==> src/rtl/stream_mux_rr.sv <==
// stream_mux_rr: N-channel valid/ready stream mux, fixed-select or round-robin, one registered output slot.
// Latency: 1 cycle from input transfer to out_valid; 1 word/cycle sustained while out_ready=1.
// Backpressure: in_ready drops on every channel while the output slot is full and out_ready=0.
// Optional packet lock (holds the grant until in_last) is built when STREAM_MUX_LOCK_EN is defined.
module stream_mux_rr #(
  parameter  int W  = 16,
  parameter  int N  = 4,
  localparam int SW = $clog2(N)
) (
  input  logic           clk,
  input  logic           rst_n,
  input  logic [N*W-1:0] in_data,
  input  logic [N-1:0]   in_valid,
  input  logic [N-1:0]   in_last,
  output logic [N-1:0]   in_ready,
  input  logic           mode,
  input  logic [SW-1:0]  sel,
  output logic [W-1:0]   out_data,
  output logic [SW-1:0]  out_ch,
  output logic           out_last,
  output logic           out_valid,
  input  logic           out_ready
);

  // Contents of the single output slot.
  typedef struct packed {
    logic [W-1:0]  dat;
    logic [SW-1:0] ch;
    logic          last;
  } out_t;

  out_t          out_q, out_d;
  logic          out_valid_q, out_valid_d;
  logic [SW-1:0] rr_ptr_q, rr_ptr_d;

`ifdef STREAM_MUX_LOCK_EN
  logic          lock_q, lock_d;
  logic [SW-1:0] lock_ch_q, lock_ch_d;
  logic [N-1:0]  lock_gnt;
`endif

  logic [N-1:0]  fix_gnt;
  logic [N-1:0]  rr_gnt;
  logic [N-1:0]  gnt;
  logic [SW-1:0] gnt_idx;
  logic [SW:0]   rr_cand;
  logic          rr_found;
  logic          load;
  logic          xfer;
  logic [W-1:0]  sel_dat;
  logic          sel_last;

  // Slot can take a new word when it is empty or being drained this cycle.
  assign load = ~out_valid_q | out_ready;

  // Fixed-select grant; a sel value of N or more matches no channel.
  always_comb begin
    fix_gnt = '0;
    for (int i = 0; i < N; i++) begin
      if (sel == SW'(i)) begin
        fix_gnt[i] = 1'b1;
      end
    end
  end

  // Round-robin grant: first valid channel after rr_ptr, wrapping modulo N.
  always_comb begin
    rr_gnt   = '0;
    rr_found = 1'b0;
    rr_cand  = '0;
    for (int j = 1; j <= N; j++) begin
      rr_cand = {1'b0, rr_ptr_q} + (SW+1)'(j);
      if (rr_cand >= (SW+1)'(N)) begin
        rr_cand = rr_cand - (SW+1)'(N);
      end
      for (int i = 0; i < N; i++) begin
        if (!rr_found && in_valid[i] && (rr_cand == (SW+1)'(i))) begin
          rr_gnt[i] = 1'b1;
          rr_found  = 1'b1;
        end
      end
    end
  end

`ifdef STREAM_MUX_LOCK_EN
  // One-hot view of the channel that owns the open packet.
  always_comb begin
    lock_gnt = '0;
    for (int i = 0; i < N; i++) begin
      if (lock_ch_q == SW'(i)) begin
        lock_gnt[i] = 1'b1;
      end
    end
  end
`endif

  // Final grant: an open packet overrides both selection modes.
  always_comb begin
`ifdef STREAM_MUX_LOCK_EN
    if (lock_q) begin
      gnt = lock_gnt;
    end else begin
      gnt = mode ? rr_gnt : fix_gnt;
    end
`else
    gnt = mode ? rr_gnt : fix_gnt;
`endif
  end

  // Ready is forced low while reset is asserted, independent of the flops.
  assign in_ready = gnt & {N{load & rst_n}};
  assign xfer     = |(in_valid & in_ready);

  // Encode the grant and steer the granted channel's word and last flag.
  always_comb begin
    gnt_idx  = '0;
    sel_dat  = '0;
    sel_last = 1'b0;
    for (int i = 0; i < N; i++) begin
      if (gnt[i]) begin
        gnt_idx  = SW'(i);
        sel_dat  = in_data[i*W +: W];
        sel_last = in_last[i];
      end
    end
  end

  // Next state of the output slot, arbitration pointer and packet lock.
  always_comb begin
    out_d       = out_q;
    out_valid_d = out_valid_q;
    rr_ptr_d    = rr_ptr_q;
    if (load) begin
      out_valid_d = xfer;
      if (xfer) begin
        out_d.dat  = sel_dat;
        out_d.ch   = gnt_idx;
        out_d.last = sel_last;
      end
    end
`ifdef STREAM_MUX_LOCK_EN
    lock_d    = lock_q;
    lock_ch_d = lock_ch_q;
    if (xfer) begin
      lock_d    = ~sel_last;
      lock_ch_d = gnt_idx;
    end
    // Pointer advances once per packet, on the word that closes it.
    if (xfer && mode && sel_last) begin
      rr_ptr_d = gnt_idx;
    end
`else
    if (xfer && mode) begin
      rr_ptr_d = gnt_idx;
    end
`endif
  end

  // State registers; reset empties the slot and restarts arbitration at channel 0.
  always_ff @(posedge clk or negedge rst_n) begin
    if (!rst_n) begin
      out_q       <= '0;
      out_valid_q <= 1'b0;
      rr_ptr_q    <= SW'(N-1);
`ifdef STREAM_MUX_LOCK_EN
      lock_q      <= 1'b0;
      lock_ch_q   <= '0;
`endif
    end else begin
      out_q       <= out_d;
      out_valid_q <= out_valid_d;
      rr_ptr_q    <= rr_ptr_d;
`ifdef STREAM_MUX_LOCK_EN
      lock_q      <= lock_d;
      lock_ch_q   <= lock_ch_d;
`endif
    end
  end

  assign out_data  = out_q.dat;
  assign out_ch    = out_q.ch;
  assign out_last  = out_q.last;
  assign out_valid = out_valid_q;

endmodule

==> config.mk <==
export PLATFORM = sky130hd
export DESIGN_NAME = stream_mux_rr
export DESIGN_NICKNAME = d
export VERILOG_FILES = /design/src/rtl/stream_mux_rr.sv
export SDC_FILE = /design/constraint.sdc
export NUM_CORES = 1
export LEC_CHECK = 0
export CAP_MARGIN = 40
export CORE_ASPECT_RATIO = 0.75
export CORE_UTILIZATION = 40
export DETAILED_ROUTE_END_ITERATION = 12
export HOLD_SLACK_MARGIN = 0.05
export PLACE_DENSITY_LB_ADDON = 0.08
export SYNTH_ARGS = -nofsm -noshare
export SYNTH_HDL_FRONTEND = slang
export SYNTH_SLANG_ARGS = --single-unit
==> constraint.sdc <==
create_clock -name clk -period 3.1 [get_ports clk]
set_input_delay 0.31 -clock clk [delete_from_list [all_inputs] [get_ports clk]]
set_output_delay 0.31 -clock clk [all_outputs]
set_load 0.03 [all_outputs]
* Yosys cells after proc, flatten, opt, wreduce, memory -nomap -nowiden
Index checks and enable logic that the tools add are counted.
Operators by class: add/subtract/negate cells 8, $lt $le $gt $ge 4, equality and inequality tests 15, muxes and demuxes 50, bitwise operators 5, reduce and logical (&&, ||, !) cells 54
Operators with widths (count):
- two-way mux 16 bit | 4
- two-way mux 1 bit | 39
- logical AND 1 bit | 32
- == test 3 x 2 -> 1 bit, second input constant | 8
- zero test 1 bit | 15
- == test 3 x 1 -> 1 bit, second input constant | 4
- greater-or-equal comparator 3 bit, second input constant | 4
- zero test 3 bit | 4
- two-way mux 3 bit | 4
- subtractor 3 bit, second input constant | 4
- bitwise AND 4 bit | 2
- adder 2 x 2 -> 3 bit, second input constant | 2
- == test 2 bit, second input constant | 2
- two-way mux 2 bit | 2
- two-way mux 4 bit | 1
- OR reduction 4 bit | 1
- adder 2 x 1 -> 3 bit, second input constant | 1
- adder 2 x 3 -> 3 bit, second input constant | 1
- == test 2 x 1 -> 1 bit, second input constant | 1
- zero test 2 bit | 1
- AND reduction 2 bit | 1
- bitwise AND 1 bit | 1
- NOT 1 bit | 1
- bitwise OR 1 bit | 1
Word-level totals: register bits 22, input port bits 78, word-level logic and storage cells 141

* Longest topological paths before layout
Gate-level depths: netlist of run 1.
word-level depth 71, gate-level depth with buffers 9, depth with buffers taken out 6

* Worst setup path before layout of run 1
No wires, ideal clock.
kind reg2out, from register rr_ptr_q[1], to output port in_ready[0], arrival time 2126 ps, data required time 2790 ps, setup slack 664 ps, stages on the path, launching flop included 7, buffers on the path 2, cell sequence dfstp_2 > buf_2 > a21boi_0 > nor3_1 > clkbuf_1 > nor2_1 > nor2_1
Between the ends: longest elaborated chain between the ends 56, elaborated cells on any way between the ends 83, classes of those cells add/sub: 8; order compare: 4; eq/ne: 9; mux: 20; bitwise: 1; reduce/logical: 41
RTL lines:
- start: declaration | RTL line 34 | logic [SW-1:0] rr_ptr_q, rr_ptr_d;
- start signal: assignment | RTL line 164 | rr_ptr_q <= SW'(N-1);
- start signal: assignment | RTL line 172 | rr_ptr_q <= rr_ptr_d;
- adder 2 x 1 -> 3 bit | RTL line 72 | rr_cand = {1'b0, rr_ptr_q} + (SW+1)'(j);
- subtractor 3 bit / greater-or-equal comparator 3 bit (equally long branches) | RTL line 74, 73
- two-way mux 3 bit | RTL line 73 | if (rr_cand >= (SW+1)'(N)) begin
- zero test 3 bit | RTL line 77 | if (!rr_found && in_valid[i] && (rr_cand == (SW+1)'(i))) begin
- logical AND 1 bit | RTL line 77
- two-way mux 1 bit | RTL line 77
- zero test 1 bit | RTL line 77
- logical AND 1 bit (2 in a row) | RTL line 77
- (+37 left out)
- zero test 1 bit | RTL line 77
- logical AND 1 bit (2 in a row) | RTL line 77
- two-way mux 1 bit | RTL line 77
- zero test 1 bit | RTL line 77
- logical AND 1 bit (2 in a row) | RTL line 77
- two-way mux 1 bit (*) | RTL line 77
- two-way mux 4 bit (*) | RTL line 106 | gnt = mode ? rr_gnt : fix_gnt;
- bitwise AND 4 bit (*) | RTL line 111 | assign in_ready = gnt & {N{load & rst_n}};
- end: declaration | RTL line 15 | output logic [N-1:0] in_ready,
Mark *: on every way between the ends. The rest lies on a longest branch, timed or not.

* Worst setup path after layout of run 1
from input port mode, to register out_q (netlist bit out_ch[0])
Between the ends: longest elaborated chain between the ends 5, elaborated cells on any way between the ends 8, classes of those cells mux: 4; bitwise: 2; reduce/logical: 2
RTL lines:
- start: declaration | RTL line 16 | input logic mode,
- two-way mux 4 bit (*) | RTL line 106
- bitwise AND 4 bit | RTL line 111
- bitwise AND 4 bit | RTL line 112 | assign xfer = |(in_valid & in_ready);
- OR reduction 4 bit | RTL line 112
- AND reduction 2 bit (no source line)
- end signal: assignment | RTL line 170 | out_q <= out_d;
- end: declaration | RTL line 32 | out_t out_q, out_d;
Marks and branches as above. A chain may end at the register's enable or synchronous reset.

==> results_dict.tcl, run 1 <==
set metrics [dict create \
    status "complete, no violations" \
    postCtsResizedCells 0 \
    drc 0 \
    core-area_sq_um 4520 \
    setup_tns_ns 0 \
    yosysTopAreaCell "dfrtp_1" \
    wire_per_inst_um 16.2 \
    p_leak_uw 0.00118 \
    initial_core_util 0.422 \
    clockBufferDepth 2 \
    cts_root_buf "clkbuf_8" \
    finalClockSkew_ns 0.00374 \
    clockPowerShare 0.101 \
    post-dp-hpwl_mm 4.92 \
    yosysSeqAreaShare 0.290 \
    cap_violations 0 \
    firstDrtPassIters 4 \
    worstPathCellList "clkdlybuf4s50_1 > nand2_1 > o32ai_1 > nor4_4 > nor2_4 > mux2_2" \
    core.rowCount 21 \
    drtIter0Drc 160 \
    synth_nets 327 \
    finalMaxSlewViolations 0 \
    grt_overflow_total 0 \
    hp-class "in -> async" \
    cp.arrival_ns 2.73 \
    critPathMaxStageDelay_ns 0.72 \
    cts_tree "done" \
    sw_frac_of_total 0.429 \
    num_vias 2228 \
    cts.sinks 22 \
    ys.flop_type "dfrtp_1" \
    grt_pass1_vias 1976 \
    cp-start-kind "input port" \
    post_cts_buffers 0 \
    h-tree-depth 1 \
    internal_power_uw 1110 \
    final_util 0.679 \
    yosysTopAreaCellShare 0.262 \
    rsz0062_at_grt "no" \
    ys_ff_latch 22 \
    grt_start_max_net_pins 24 \
    io_pins 102 \
    fin_crit_ns 2.59 \
    synth_area_leaders "dfrtp_1 (26%), nor2_1 (8.9%), a41oi_1 (7.8%)" \
    wirelength_mm 6.59 \
    setup_viol 0 \
    switchingPower_uw 836 \
    netlist_area_sq_um 1910 \
    ant_nets 0 \
    tightestPinTransition_ns 0.732 \
    min_period_over_period 0.836 \
    yosysWarnings 0 \
    power_frac_comb 0.618 \
    n_antenna_cell 0 \
    timing_worst_setup_path_type "in -> reg" \
    post_route_cells_drive_above_1_share 0.106 \
    path_clk_slew_ns 0.07 \
    p_seq_frac 0.281 \
    cp_max_fo 18 \
    track_usage 0.258 \
    final-hold-violation-count 0 \
    die_w_um 81.8 \
    ys_types 37 \
    crit_slowest_cell "clkdlybuf4s50_1" \
    gp_congestion 0.825 \
    synth_edf_count 0 \
    fmax_mhz 386 \
    vias_per_cell 5.47 \
    grt_antenna_before_repair 1 \
    fp.dieArea_sq_um 5050 \
    syn_to_final_growth_pct 60.9 \
    grt_pass1_wl_mm 9.74 \
    async_reset_ff_frac 1.00 \
    synth_cells 249 \
    slew_headroom 0.512 \
    endpoint_kind "flop" \
    numCtsBuffers 3 \
    syn_avg_cell_area_sq_um 7.66 \
    io_buffers 101 \
    clock_latency_ns 0.26 \
    ir_worst_vdd_mv 0.618 \
    nets 429 \
    power.density_nw_per_um2 635 \
    critPathRequiredTime_ns 3.24 \
    die_h_um 61.8 \
    postCtsHoldBufs 0 \
]
-- registers in the layout (all words and copies together), names as in the netlist --
signal	count
out_data	16
out_ch	2
rr_ptr_q	2
out_last	1
out_valid	1
-- cell families after synthesis --
| group | count (synthesis) | synth area share |
|---|---|---|
| multiplexers | 21 | 0.123 |
| flip-flops | 22 | 0.290 |
| buffers and inverters | 20 | 0.0433 |
| AO/OA/AOI/OAI | 71 | 0.262 |
| AND/OR/NAND/NOR | 115 | 0.282 |
-- worst paths after layout --
path / start / to / slack, ns / cells past startpoint
max in group asynchronous: rst_n / rr_ptr_q[1] / 2.39 / 2
min in group clk: out_data[13] / out_data[13] / 0.49 / 1
min: rst_n / out_data[5] / 0.44 / 2
max reg2reg: rr_ptr_q[1] / out_ch[0] / 0.66 / 5
max: mode / out_ch[0] / 0.51 / 6
min reg2reg: out_data[13] / out_data[13] / 0.49 / 1
-- cells in the mapped netlist, types with 2 or more instances --
library cell / instances
inv_1: 4
nand2b_1: 4
nand2_1: 37
dfrtp_1: 20
nor2b_1: 19
buf_2: 3
dfstp_2: 2
nor2_1: 45
a21oi_1: 20
mux2_2: 10
o2111a_1: 2
a41oi_1: 17
clkbuf_1: 11
nor3_1: 3
mux2_1: 10
o21ai_0: 5
o22ai_1: 17
-- placed cells by master, fill, tap and decap left out, types with 2 or more instances in the layout --
cell type,count
clkdlybuf4s50_1,98
nor2_1,45
nand2_1,37
a21oi_1,20
dfrtp_1,20
nor2b_1,19
o22ai_1,17
a41oi_1,17
buf_4,14
mux2_1,10
mux2_2,10
o21ai_0,5
nand2b_1,4
inv_1,4
clkbuf_8,4
nor3_1,2
nor3_2,2
o2111a_1,2
dfstp_2,2
-- metal layers --
metal / global-route usage / vias to the layer above / wire length, um
li1: - / 1100 / -
met1: 0.403 / 1027 / 3270
met2: 0.366 / 91 / 2730
met3: 0.0409 / 8 / 525
met4: 0.0627 / 2 / 46
met5: 0 / - / 13
-- worst max-delay path, delay by kind of cell --
kind	cells	cell delay, ns
multiplexers	1	0.40
AO/OA/AOI/OAI	1	0.59
buffers and inverters	1	0.72
AND/OR/NAND/NOR	3	0.72
-- per-stage QoR --
step | setup WS [ns] | std cells | total power, uW | cell area (sq um) | hold WS [ns]
finish | 0.507 | 407 | 1950 | 3070 | 0.438
CTS | 0.504 | 407 | 1960 | 3070 | 0.450
floorplan | 0.664 | 249 | 1220 | 1910 | 0.0144
global route | 0.351 | 407 | 2080 | 3070 | 0.470
detailed placement | 0.240 | 403 | 1750 | 3010 | 0.475
global placement | 0.289 | 402 | 1740 | 3000 | 0.469
-- final cells by class --
cell class	instances	area, sq um
Timing Repair Buffer	113	1100
Multi-Input combinational cell	207	1280
Inverter	4	15.0
Clock buffer	4	55.1
Tap cell	57	71.3
Fill cell	396	1450
Sequential cell	22	553
-- power groups by stage --
stage / logic, uW / registers (uW) / clock network, uW
finish: 1210 / 547 / 198
global route: 1290 / 569 / 217
CTS: 1210 / 548 / 202
detailed placement: 1200 / 548 / 0
global placement: 1190 / 550 / 0
floorplan: 444 / 773 / 0
Note: power is estimated with default switching activity, not from simulation.
==> run 2, diff against run 1 <==
CORE_UTILIZATION = 36   (was 40)
clock period = 2.2 ns   (was 3.1 ns; I/O delays follow)
==> results_dict.tcl, run 2 (synthesized netlist as in run 1, its figures left out) <==
set metrics [dict create \
    grt_start_max_net_pins 24 \
    clockBufferDepth 2 \
    firstDrtPassIters 4 \
    cp-start-kind "flop" \
    grt_antenna_before_repair 0 \
    finalClockSkew_ns 0.00570 \
    post-dp-hpwl_mm 5.36 \
    vias_per_cell 5.35 \
    grt_pass1_vias 2329 \
    wire_per_inst_um 16.1 \
    clock_latency_ns 0.27 \
    finalMaxSlewViolations 0 \
    io_pins 102 \
    drtIter0Drc 114 \
    power.density_nw_per_um2 882 \
    ant_nets 0 \
    fin_ws_ns 0.0328 \
    tightestPinTransition_ns 0.360 \
    setup_viol 0 \
    cts.sinks 22 \
    post_route_cells_drive_above_1_share 0.208 \
    ir_worst_vdd_mv 0.732 \
    place_ws_ns -0.266 \
    layout_common_cells "clkdlybuf4s50_1 (95), nor2_1 (45), buf_4 (41), nand2_1 (37)" \
    fin_crit_ns 2.17 \
    numCtsBuffers 3 \
    syn_to_final_growth_pct 78.6 \
    hp-class "in -> async" \
    wirelength_mm 7.30 \
    nets 459 \
    final-hold-violation-count 0 \
    initial_core_util 0.383 \
    p_leak_uw 0.00138 \
    drc 0 \
    fp.dieArea_sq_um 5600 \
    status "complete, no violations" \
    core-area_sq_um 4980 \
    largest_reg_flops 16 \
    core.rowCount 22 \
    grt_overflow_total 0 \
    track_usage 0.262 \
    grt_pass1_wl_mm 11.4 \
    cap_violations 0 \
    critPathRequiredTime_ns 2.36 \
    slew_headroom 0.760 \
    fmax_mhz 461 \
    cts_root_buf "clkbuf_8" \
    io_buffers 101 \
    path_clk_slew_ns 0.09 \
    n_antenna_cell 0 \
    die_h_um 65.1 \
    final_util 0.684 \
    cp_max_fo 10 \
    gp_congestion 0.809 \
    num_vias 2419 \
    endpoint_kind "flop" \
    timing_worst_setup_path_type "reg -> reg" \
    cts_tree "done" \
    final_common_cell "clkdlybuf4s50_1" \
    die_w_um 86.1 \
    rsz0062_at_grt "yes" \
    min_period_over_period 0.985 \
    h-tree-depth 1 \
    cp.arrival_ns 2.33 \
]
## run 2: timing repair
action                     in CTS  in global routing
buffers inserted                5                  0
setup endpoints to repair      19                 23
hold buffers                    0                  0
pin swaps                       2                  4
gates resized for setup         2                 15
cloned                          0                  0
## run 2: layout make-up
class	instances	area, sq um
Inverter	4	15.0
Clock buffer	4	55.1
Timing Repair Buffer	143	1350
Fill cell	406	1570
Tap cell	72	90.1
Multi-Input combinational cell	207	1340
Sequential cell	22	553
## run 2: where the power goes
part           total, uW  switching, uW  leakage [uW]  internal, uW
clock network        300            140     0.0000288           160
registers            769            149      0.000260           620
logic               1940            960       0.00110           976
total               3000           1250       0.00138          1760
## run 2: per-layer routing
metal	track usage	routed length, um
met5	0	0
met4	0.0271	38
met3	0.0497	442
met2	0.413	3280
met1	0.381	3530
## run 2: stage by stage
step	cells	cell area, sq um	hold WS [ns]	TNS, ns	power (uW)
2_1_floorplan	249	1930	-0.0756	0	1730
3_3_place_gp	443	3230	0.468	-4.66	2530
3_5_place_dp	443	3230	0.480	-4.71	2540
4_1_cts	452	3340	0.442	0	2900
5_1_grt	452	3410	0.448	-0.525	3170
6_report	452	3410	0.450	0	3000
## run 2: final timing paths
check	startpoint	to	slack (ns)	depth (start not counted)
setup / recovery	rr_ptr_q[1]	out_data[12]	0.03	7
hold / removal	rst_n	out_data[15]	0.45	2
setup reg to reg	rr_ptr_q[1]	out_data[12]	0.03	7
hold reg to reg	out_data[13]	out_data[13]	0.50	1
max in group asynchronous	rst_n	rr_ptr_q[1]	1.45	2
min in group clk	out_data[13]	out_data[13]	0.50	1
## run 2: worst max-delay path, cell delays in order (launching register included)
cell and delay (ns):
dfstp_2 0.60, nor2b_1 0.06, o2111a_1 0.26, or2_4 0.26
nor4_4 0.32, nor2_4 0.11, buf_12 0.16, mux2_1 0.30
==> run 3, diff against run 2 <==
HOLD_SLACK_MARGIN = 0.1   (was 0.05)
==> results of run 3 <==
No change in the layout: final DEF, timing and power equal those of run 2.
